### config.mk
export PLATFORM = sky130hd
export DESIGN_NAME = fetch_unit
export DESIGN_NICKNAME = d
export VERILOG_FILES = /design/src/rtl/fetch_unit.sv
export SDC_FILE = /design/constraint.sdc
export NUM_CORES = 1
export LEC_CHECK = 0
export CAP_MARGIN = 20
export CORE_MARGIN = 3
export CORE_UTILIZATION = 45
export CTS_BUF_LIST = sky130_fd_sc_hd__clkbuf_4 sky130_fd_sc_hd__clkbuf_8 sky130_fd_sc_hd__clkbuf_16
export DETAILED_ROUTE_END_ITERATION = 8
export HOLD_SLACK_MARGIN = 0.03
export PLACE_DENSITY = 0.79
export SYNTH_ARGS = -nofsm -noshare
export SYNTH_HDL_FRONTEND = slang
export SYNTH_SLANG_ARGS = --single-unit
### constraint.sdc
create_clock -name clk -period 5.95 [get_ports clk]
set_input_delay 0.595 -clock clk [delete_from_list [all_inputs] [get_ports clk]]
set_output_delay 0.595 -clock clk [all_outputs]
set_load 0.1 [all_outputs]
### src/rtl/fetch_unit.sv
// Instruction fetch stage for a non-pipelined core.
// Owns the PC and fetches one instruction at a time over a valid/ready
// request / valid response memory port. It presents the instruction to
// decode, then waits for execute to resolve the next PC before fetching
// again. A misaligned next PC raises a sticky fault and halts fetching.
module fetch_unit #(
    parameter logic [31:0] RESET_PC = 32'h0000_0000
) (
    input  logic        clk,
    input  logic        rst,
    output logic        imem_req_valid,
    output logic [31:0] imem_req_addr,
    input  logic        imem_req_ready,
    input  logic        imem_rsp_valid,
    input  logic [31:0] imem_rsp_data,
    output logic        inst_valid,
    output logic [31:0] inst_out,
    output logic [31:0] inst_pc,
    input  logic        inst_ready,
    input  logic        upd_valid,
    input  logic [1:0]  pc_select,
    input  logic [31:0] pc_offset,
    input  logic [31:0] jalr_target,
    output logic [31:0] pc_plus4,
    output logic        fault
);

    typedef enum logic [2:0] {
        ST_FETCH    = 3'd0,
        ST_WAIT_RSP = 3'd1,
        ST_ISSUE    = 3'd2,
        ST_EXEC     = 3'd3,
        ST_HALT     = 3'd4
    } state_t;

    state_t      state_r;
    state_t      state_next_s;
    logic [31:0] pc_r;
    logic [31:0] inst_out_r;
    logic [31:0] inst_pc_r;
    logic        req_valid_r;
    logic        inst_valid_r;
    logic        fault_r;
    logic        req_valid_next_s;
    logic        inst_valid_next_s;
    logic [31:0] next_pc_s;
    logic        next_misaligned_s;
    logic        req_fire_s;
    logic        upd_fire_s;

    // The request valid is registered, so it is low for the first cycle
    // after reset even though the state is already FETCH.
    assign req_fire_s        = req_valid_r && imem_req_ready;
    assign upd_fire_s        = (state_r == ST_EXEC) && upd_valid;
    assign next_misaligned_s = (next_pc_s[1:0] != 2'b00);

    // Resolve the next PC from the execute-stage selection (11 behaves as 00).
    always_comb begin
        next_pc_s = inst_pc_r + 32'd4;
        case (pc_select)
            2'b01:   next_pc_s = inst_pc_r + pc_offset;
            2'b10:   next_pc_s = jalr_target & ~32'h0000_0001;
            default: next_pc_s = inst_pc_r + 32'd4;
        endcase
    end

    // State register; reset wins over any transaction in flight.
    always_ff @(posedge clk) begin
        if (rst) begin
            state_r <= ST_FETCH;
        end else begin
            state_r <= state_next_s;
        end
    end

    // Next-state decode.
    always_comb begin
        state_next_s = state_r;
        case (state_r)
            ST_FETCH: begin
                if (req_fire_s) begin
                    state_next_s = ST_WAIT_RSP;
                end else begin
                    state_next_s = ST_FETCH;
                end
            end
            ST_WAIT_RSP: begin
                if (imem_rsp_valid) begin
                    state_next_s = ST_ISSUE;
                end else begin
                    state_next_s = ST_WAIT_RSP;
                end
            end
            ST_ISSUE: begin
                if (inst_ready) begin
                    state_next_s = ST_EXEC;
                end else begin
                    state_next_s = ST_ISSUE;
                end
            end
            ST_EXEC: begin
                if (!upd_valid) begin
                    state_next_s = ST_EXEC;
                end else if (next_misaligned_s) begin
                    state_next_s = ST_HALT;
                end else begin
                    state_next_s = ST_FETCH;
                end
            end
            ST_HALT:  state_next_s = ST_HALT;
            default:  state_next_s = ST_HALT;
        endcase
    end

    // Output decode: handshake valids follow the state being entered.
    always_comb begin
        req_valid_next_s  = (state_next_s == ST_FETCH);
        inst_valid_next_s = (state_next_s == ST_ISSUE);
    end

    // Datapath and registered outputs.
    always_ff @(posedge clk) begin
        if (rst) begin
            pc_r         <= RESET_PC;
            inst_out_r   <= 32'h0000_0000;
            inst_pc_r    <= 32'h0000_0000;
            req_valid_r  <= 1'b0;
            inst_valid_r <= 1'b0;
            fault_r      <= 1'b0;
        end else begin
            req_valid_r  <= req_valid_next_s;
            inst_valid_r <= inst_valid_next_s;
            if ((state_r == ST_WAIT_RSP) && imem_rsp_valid) begin
                inst_out_r <= imem_rsp_data;
                inst_pc_r  <= pc_r;
            end
            if (upd_fire_s && !next_misaligned_s) begin
                pc_r <= next_pc_s;
            end
            if (upd_fire_s && next_misaligned_s) begin
                fault_r <= 1'b1;
            end
        end
    end

    assign imem_req_valid = req_valid_r;
    assign imem_req_addr  = pc_r;
    assign inst_valid     = inst_valid_r;
    assign inst_out       = inst_out_r;
    assign inst_pc        = inst_pc_r;
    assign fault          = fault_r;
    assign pc_plus4       = inst_pc_r + 32'd4;

endmodule

==> impl_metrics.tcl, run 1 <==
set metrics [dict create \
    syn_nets 1063 \
    synth_top_area_share_pct 29.5 \
    fmax_ghz 0.228 \
    ioPinCount 235 \
    worstMarginPinSlew_ns 1.07 \
    yosysTopAreaCell "dfxtp_1" \
    syn-instance-count 924 \
    drtIter0Drc 498 \
    netlist_top_cells_area "dfxtp_1, nand2_1, a21oi_1" \
    cts_max_path_buffers 2 \
    fin_crit_sh_pct 73.7 \
    finalSetupViolCount 0 \
    required_ns 5.36 \
    synth_cell_type_count 74 \
    power.switching_mw 0.540 \
    vias 7737 \
    cts_resized 0 \
    postCtsSetupBuffers 0 \
    hpwl_um 18000 \
    max_slew_margin_pct 28.7 \
    start_util_pct 46.8 \
    crit_type "reg -> out" \
    critPathMaxStageDelay_ns 1.21 \
    drc 0 \
    internal_power_mw 1.12 \
    synth.avg_cell_area_um2 7.48 \
    areaGrowthSynthToFinish_pct 39.0 \
    dp_worst_setup_slack_ns 1.70 \
    antenna_found_initial 0 \
    cp.arrival_ns 3.79 \
    swShare_pct 32.6 \
    grt_max_degree 76 \
    cts_htree_levels 3 \
    p_total_mw 1.66 \
    port_buffers 233 \
    fp.dieH_um 130 \
    overflow 0 \
    post_dp_cell_area_mm2 0.00929 \
    synth_area_mm2 0.00691 \
    power.density_mw_per_mm2 173 \
    dieArea_mm2 0.0169 \
    ir_drop_v 0.000223 \
    fin_skew_ns 0.00752 \
    tritoncts "built" \
    rsz0062_at_grt "no" \
    finalWirelength_um 24800 \
    grt_pass1_vias 7206 \
    dpl.cell_count 1288 \
    pwr-share-clk_pct 37.3 \
    cts_sinks 102 \
    globalplace.congestion 0.928 \
    maxCapViolCount 0 \
    stdcell_count 1304 \
    design_area_mm2 0.00961 \
    fillers 1295 \
    fin_ws_ns 1.57 \
    insertion_delay_ns 0.37 \
    slew_violations 0 \
    vias_per_cell 5.93 \
    fin_nets 1254 \
    whs_path_depth 2 \
    core_mm2 0.0148 \
    seq_power_share_pct 42.4 \
    fin_tns_setup_ns 0 \
    cp-start-kind "flip-flop" \
    hold_viol 0 \
    r2r_cells 12 \
    holdBufCountCts 0 \
    p_leak_nw 3.60 \
    setup.worst_path.end_class "output port" \
    ys_seq_elements 102 \
    yosysWarnings 0 \
    cts_root_buffer "clkbuf_16" \
    synth_edf_count 0 \
    cts_buffers 9 \
    num_rows 44 \
    synth-main-ff-cell "dfxtp_1" \
    drive_gt1_share_pct 4.82 \
    clk_pin_slew_worst_paths_ns 0.08 \
    synth_seq_area_share_pct 29.5 \
    crit_fanout 11 \
    min_path_type "reg -> reg" \
    dr.pass1.iters 5 \
    diodes 0 \
    async_reset_ff_share_pct 0 \
    grt_usage_pct 28.4 \
    status "finished, final reports clean" \
    die_w_um 130 \
    fin_crit_ns 4.38 \
    grt_pass1_wl_um 38000 \
    critPathSlowestCell "clkdlybuf4s50_1" \
    combPwrFrac_pct 20.4 \
    path_cells "and4_1 -> nand2_1 -> or3_1 -> nor2_1 -> xor2_1 -> clkdlybuf4s50_1" \
    ant_nets 0 \
    wl_per_cell_um 19.0 \
]
cells in the mapped netlist (all sizes together), types with 4 or more instances:
library cell and count:
and4 6, a2111oi 7, a211oi 7, nor3 19, o211ai 9, nand4 16
xnor2 24, inv 33, dfxtp 102, a21oi 111, and3 10, nor2 41
or3 9, clkbuf 55, o31ai 9, and2 9, mux2i 10, a21o 16
o31a 6, or2 9, a221o 7, buf 8, nor4 13, o211a 4
a311oi 4, o21a 7, xor2 16, ha 34, nor2b 8, nand3 27
a31oi 6, a21boi 4, a221oi 15, o221ai 4, nand2 191, o21ai 28
worst max-delay path: cells and delay by family (launching register included):
kind	cells	cell delay, ns
XOR/XNOR	1	0.35
buffers and inverters	1	1.21
flip-flops	1	0.47
AND/OR/NAND/NOR	4	1.39
worst paths after layout:
kind                                 start                end  slack (ns)
worst min-delay path                 fault              fault        0.45
worst max-delay path            inst_pc[9]       pc_plus4[25]        1.57
worst max register to register  inst_pc[0]  imem_req_addr[23]        2.86
worst min register to register       fault              fault        0.45
power groups by stage:
stage | logic, mW | clock network (mW) | registers (mW)
floorplan | 0.123 | 0 | 0.795
global placement | 0.333 | 0 | 0.718
detailed placement | 0.334 | 0 | 0.718
CTS | 0.336 | 0.631 | 0.702
global route | 0.357 | 0.654 | 0.704
finish | 0.337 | 0.618 | 0.702
registers in the layout, indices dropped and copies added (netlist names):
register        cells
fault               1
imem_req_valid      1
inst_out           32
inst_valid          1
inst_pc            32
imem_req_addr      32
state_r             3
cell families after synthesis:
family	after synthesis	share of synthesized area [%]
AND/OR/NAND/NOR	364	24.9
adder cells (fa/ha/maj)	35	6.45
buffers and inverters	96	5.52
XOR/XNOR	40	5.07
flip-flops	102	29.5
multiplexers	10	1.45
AO/OA/AOI/OAI	277	27.1
routing by layer:
layer | track usage (%) | vias up | part of all wire, %
li1 | - | 3718 | -
met1 | 36.7 | 3590 | 42
met2 | 45.4 | 381 | 45
met3 | 9.13 | 48 | 10
met4 | 8.80 | 0 | 2.5
met5 | 0 | - | 0
placed cells by master, fill, tap and decap left out, types with 4 or more instances in the layout:
cell and count:
clkdlybuf4s50_1 232, nand2_1 191, a21oi_1 110, dfxtp_1 102, nor2_1 41, ha_1 34
inv_1 32, nand3_1 27, o21ai_0 26, xnor2_1 24, nor3_1 18, a21o_1 16
xor2_1 16, nand4_1 15, a221oi_1 15, and3_1 10, mux2i_1 10, buf_4 10
o211ai_1 9, and2_1 9, o31ai_1 9, clkbuf_16 9, nor2b_1 8, or3_1 8
or2_2 8, a221o_1 7, o21a_1 7, nor4_1 7, and4_1 6, a31oi_1 6
o31a_1 6, a211oi_1 6, a2111oi_0 5, o211a_1 4, o221ai_1 4, a311oi_1 4
nor4_2 4, clkinv_8 4
metrics by stage:
step | utilization (%) | hold WS (ns)
floorplan | - | 0.499
global placement | 63.0 | 0.437
detailed placement | 63.0 | 0.443
CTS | 65.1 | 0.453
global route | 65.1 | 0.457
finish | 65.1 | 0.453
area by class of cell:
type                       instances  area, um^2  share of cell area [%]
multi-input combinational        726        4490                    46.8
clock buffer                       9         225                    2.34
tap                              184         230                    2.40
inverter                          33         124                    1.29
clock inverter                     7        90.1                   0.938
timing repair buffer             243        2400                    25.0
sequential                       102        2040                    21.3
No activity file was read; power rests on OpenSTA's default activity.
==> run 2: changes to the inputs <==
Clock period 5.95 ns to 4.2 ns, I/O delays scaled along.
==> run 2 against run 1 <==
  * Combinational power is 44% higher
  * Utilization hardly changed
  * Total power is 43% higher
  * Sequential share of layout area hardly changed
  * Highest routed layer unchanged
  * Clock-buffer cell count stayed put
  * Largest cell class unchanged
  * Critical endpoint is now pc_plus4[19]
  * Global-route usage is 0.33 points higher
  * Final cell count is 0.23% higher
  * Clock power is 44% higher
  * First-iteration DRC count is 22% higher
==> impl_metrics.tcl, run 2 (synthesis results as in run 1) <==
set metrics [dict create \
    grt_usage_pct 28.7 \
    drc 0 \
    slew_violations 0 \
    fin_tns_setup_ns 0 \
    fmax_ghz 0.293 \
    ir_drop_v 0.000349 \
    worstMarginPinSlew_ns 1.06 \
    fin_skew_ns 0.0127 \
    grt_max_degree 65 \
    multiInputGateArea_mm2 0.00451 \
    cp.arrival_ns 3.00 \
    areaGrowthSynthToFinish_pct 39.0 \
    grt_pass1_wl_um 38300 \
    start_util_pct 46.8 \
    fp.dieH_um 130 \
    crit_type "reg -> out" \
    antenna_found_initial 0 \
    cp-start-kind "flip-flop" \
    postCtsSetupBuffers 0 \
    core_mm2 0.0148 \
    max_slew_margin_pct 29.0 \
    dieArea_mm2 0.0169 \
    status "finished, final reports clean" \
    wl_per_cell_um 19.2 \
    fin_nets 1257 \
    cts_sinks 102 \
    vias 7694 \
    required_ns 3.78 \
    cts_max_path_buffers 2 \
    port_buffers 233 \
    min_path_type "reg -> reg" \
    cts_resized 0 \
    ioPinCount 235 \
    whs_path_depth 2 \
    cts_root_buffer "clkbuf_16" \
    ant_nets 0 \
    drtIter0Drc 608 \
    finalWirelength_um 25100 \
    fin_util_pct 65.1 \
    stdcell_count 1307 \
    crit_fanout 8 \
    num_rows 44 \
    post_dp_cell_area_mm2 0.00928 \
    cts_htree_levels 3 \
    dr.pass1.iters 5 \
    overflow 0 \
    design_area_mm2 0.00961 \
    layout_common_cells "clkdlybuf4s50_1, nand2_1, a21oi_1" \
    vias_per_cell 5.89 \
    die_w_um 130 \
    power.density_mw_per_mm2 247 \
    setup.worst_path.end_class "output port" \
    tritoncts "built" \
    diodes 0 \
    dpl.cell_count 1290 \
    insertion_delay_ns 0.37 \
    p_leak_nw 3.68 \
    globalplace.congestion 0.930 \
    drive_gt1_share_pct 7.30 \
    holdBufCountCts 0 \
    clk_pin_slew_worst_paths_ns 0.09 \
    r2r_cells 11 \
    fillers 1299 \
    fin_crit_sh_pct 81.4 \
    finalSetupViolCount 0 \
    fin_crit_ns 3.42 \
    cts_buffers 9 \
    hpwl_um 18100 \
    rsz0062_at_grt "no" \
    maxCapViolCount 0 \
    register_area_mm2 0.00204 \
    final_common_cell "clkdlybuf4s50_1" \
    p_total_mw 2.37 \
    grt_pass1_vias 7201 \
    hold_viol 0 \
]
run 2: per-layer routing:
| layer | vias to the layer above | share of wire [%] | global-route usage, % |
|---|---|---|---|
| li1 | 3729 | - | - |
| met1 | 3527 | 41 | 36.4 |
| met2 | 397 | 47 | 47.0 |
| met3 | 41 | 11 | 9.46 |
| met4 | 0 | 2.0 | 8.01 |
| met5 | - | 0 | 0 |
run 2: path summary, 6_finish.rpt:
check | start | endpoint | slack (ns)
max | inst_pc[2] | pc_plus4[19] | 0.78
min | inst_out[10] | inst_out[10] | 0.46
max reg2reg | inst_pc[0] | imem_req_addr[29] | 1.18
min reg2reg | inst_out[10] | inst_out[10] | 0.46
run 2: per-stage QoR:
step | hold WS (ns) | setup slack (ns)
2_1_floorplan | 0.499 | 0.00257
3_3_place_gp | 0.433 | 0.885
4_1_cts | 0.457 | 0.825
6_report | 0.455 | 0.783
3_5_place_dp | 0.440 | 0.823
5_1_grt | 0.472 | 0.694
run 2: where the power goes:
part           internal (mW)  leakage (nW)  switching (mW)
clock network          0.427         0.147           0.462
logic                  0.177          2.71           0.308
registers              0.984         0.823          0.0111
run 2: cell type report:
cell class,instances,share of cell area [%]
well taps,184,2.40
repair buffers,246,24.8
clock inverters,7,0.938
multi-input cells,726,46.9
inverters,33,1.29
clock buffers,9,2.34
flip-flops and latches,102,21.3
run 2: worst max-delay path, cell delays in order, from the launching register on:
cell,delay [ns]
dfxtp_1,0.53
and4_1,0.33
nand3_1,0.42
or2_2,0.49
nor2_1,0.13
xor2_1,0.35
buf_4,0.37
==> run 3: changes to the inputs <==
Clock period 4.2 ns to 3.4 ns, I/O delays scaled along.
==> run 3 against run 2 <==
  * Worst hold slack gained 0.00077 ns
  * Clock-buffer cell count grew 1
  * Wire length grew 3.3%
  * Final cell count grew 1.1%
  * Utilization grew 2.5 points
  * Clock power grew 21%
  * Clock skew shrank 0.0021 ns
  * Final area grew 3.8%
  * Combinational power grew 24%
  * Total power grew 23%
  * Critical path depth is the same
  * Via count grew 2.3%
  * Largest power group unchanged
==> impl_metrics.tcl, run 3 (synthesis results as in run 1) <==
set metrics [dict create \
    status "finished, final reports clean" \
    hold_viol 0 \
    vias_per_cell 5.96 \
    wl_per_cell_um 19.6 \
    fmax_ghz 0.319 \
    die_w_um 130 \
    cts_resized 0 \
    maxCapViolCount 0 \
    register_area_mm2 0.00205 \
    holdWs_ns 0.456 \
    slew_violations 0 \
    num_rows 44 \
    design_area_mm2 0.00997 \
    holdBufCountCts 0 \
    p_leak_nw 3.86 \
    drive_gt1_share_pct 10.7 \
    power.density_mw_per_mm2 292 \
    crit_type "reg -> out" \
    core_mm2 0.0148 \
    r2r_setup_slack_ns 0.55 \
    finalWirelength_um 25900 \
    fp.dieH_um 130 \
    final_common_cell "clkdlybuf4s50_1" \
    min_path_type "reg -> reg" \
    ant_nets 0 \
    cts_buffers 9 \
    clk_pin_slew_worst_paths_ns 0.08 \
    grt_max_degree 55 \
    cp.arrival_ns 2.79 \
    drtIter0Drc 618 \
    finalSetupViolCount 0 \
    grt_usage_pct 29.8 \
    required_ns 3.06 \
    grt_pass1_wl_um 39800 \
    fin_skew_ns 0.0106 \
    postCtsSetupBuffers 0 \
    tritoncts "built" \
    p_total_mw 2.91 \
    drc 0 \
    layout_common_cells "clkdlybuf4s50_1, nand2_1, a21oi_1" \
    start_util_pct 46.8 \
    cp-start-kind "flip-flop" \
    setup.worst_path.end_class "output port" \
    fillers 1299 \
    vias 7873 \
    dieArea_mm2 0.0169 \
    crit_fanout 8 \
    dr.pass1.iters 5 \
    globalplace.congestion 0.975 \
    overflow 0 \
    grt_pass1_vias 7561 \
    fin_crit_sh_pct 92.1 \
    insertion_delay_ns 0.36 \
    rsz0062_at_grt "no" \
    worstMarginPinSlew_ns 1.05 \
    cts_sinks 102 \
    diodes 0 \
    antenna_found_initial 1 \
    fin_crit_ns 3.13 \
    cts_root_buffer "clkbuf_16" \
    fin_nets 1271 \
    cts_htree_levels 3 \
    port_buffers 233 \
    post_dp_cell_area_mm2 0.00967 \
    max_slew_margin_pct 29.5 \
    ioPinCount 235 \
    cts_max_path_buffers 2 \
    hpwl_um 19300 \
    multiInputGateArea_mm2 0.00473 \
    areaGrowthSynthToFinish_pct 44.3 \
    ir_drop_v 0.000358 \
]
## run 3: final timing paths
kind,depth (start not counted),start,endpoint
worst max-delay path,6,inst_pc[2],pc_plus4[26]
worst max register to register,10,inst_pc[0],imem_req_addr[22]
worst min register to register,2,inst_out[4],inst_out[4]
worst min-delay path,2,inst_out[4],inst_out[4]
## run 3: area by class of cell
| class | instances | share of cell area [%] |
|---|---|---|
| Timing Repair Buffer | 260 | 25.5 |
| Sequential cell | 102 | 20.5 |
| Multi-Input combinational cell | 726 | 47.4 |
| Inverter | 33 | 1.24 |
| Clock inverter | 6 | 0.640 |
| Tap cell | 184 | 2.31 |
| Clock buffer | 10 | 2.40 |
## run 3: routing by layer
metal	up-vias	share of wire [%]	global-route usage [%]	wire, um
met5	-	0.042	0	11
met4	2	3.2	12.5	838
met3	59	9.7	7.41	2520
met2	369	46	49.3	12000
met1	3682	41	37.1	10600
li1	3761	-	-	-
## run 3: power by group
group	switching, mW	leakage (nW)	internal (mW)
clock network	0.546	0.146	0.539
registers	0.0134	0.824	1.21
logic	0.382	2.89	0.219
total	0.941	3.86	1.97
## run 3: metrics by stage
stage / instances / utilization, % / TNS, ns / setup WS [ns]
2_1_floorplan: 924 / - / -0.0488 / -0.0361
3_3_place_gp: 1305 / 65.6 / 0 / 0.192
3_5_place_dp: 1305 / 65.6 / 0 / 0.125
4_1_cts: 1321 / 67.6 / 0 / 0.278
5_1_grt: 1321 / 67.6 / 0 / 0.155
6_report: 1321 / 67.6 / 0 / 0.268
## run 3: worst max-delay path, cell delays in order, from the launching register on
cell	delay (ns)
dfxtp_2	0.42
ha_1	0.21
and3_1	0.33
nand4_1	0.41
nor4_1	0.54
or2_2	0.22
buf_4	0.29
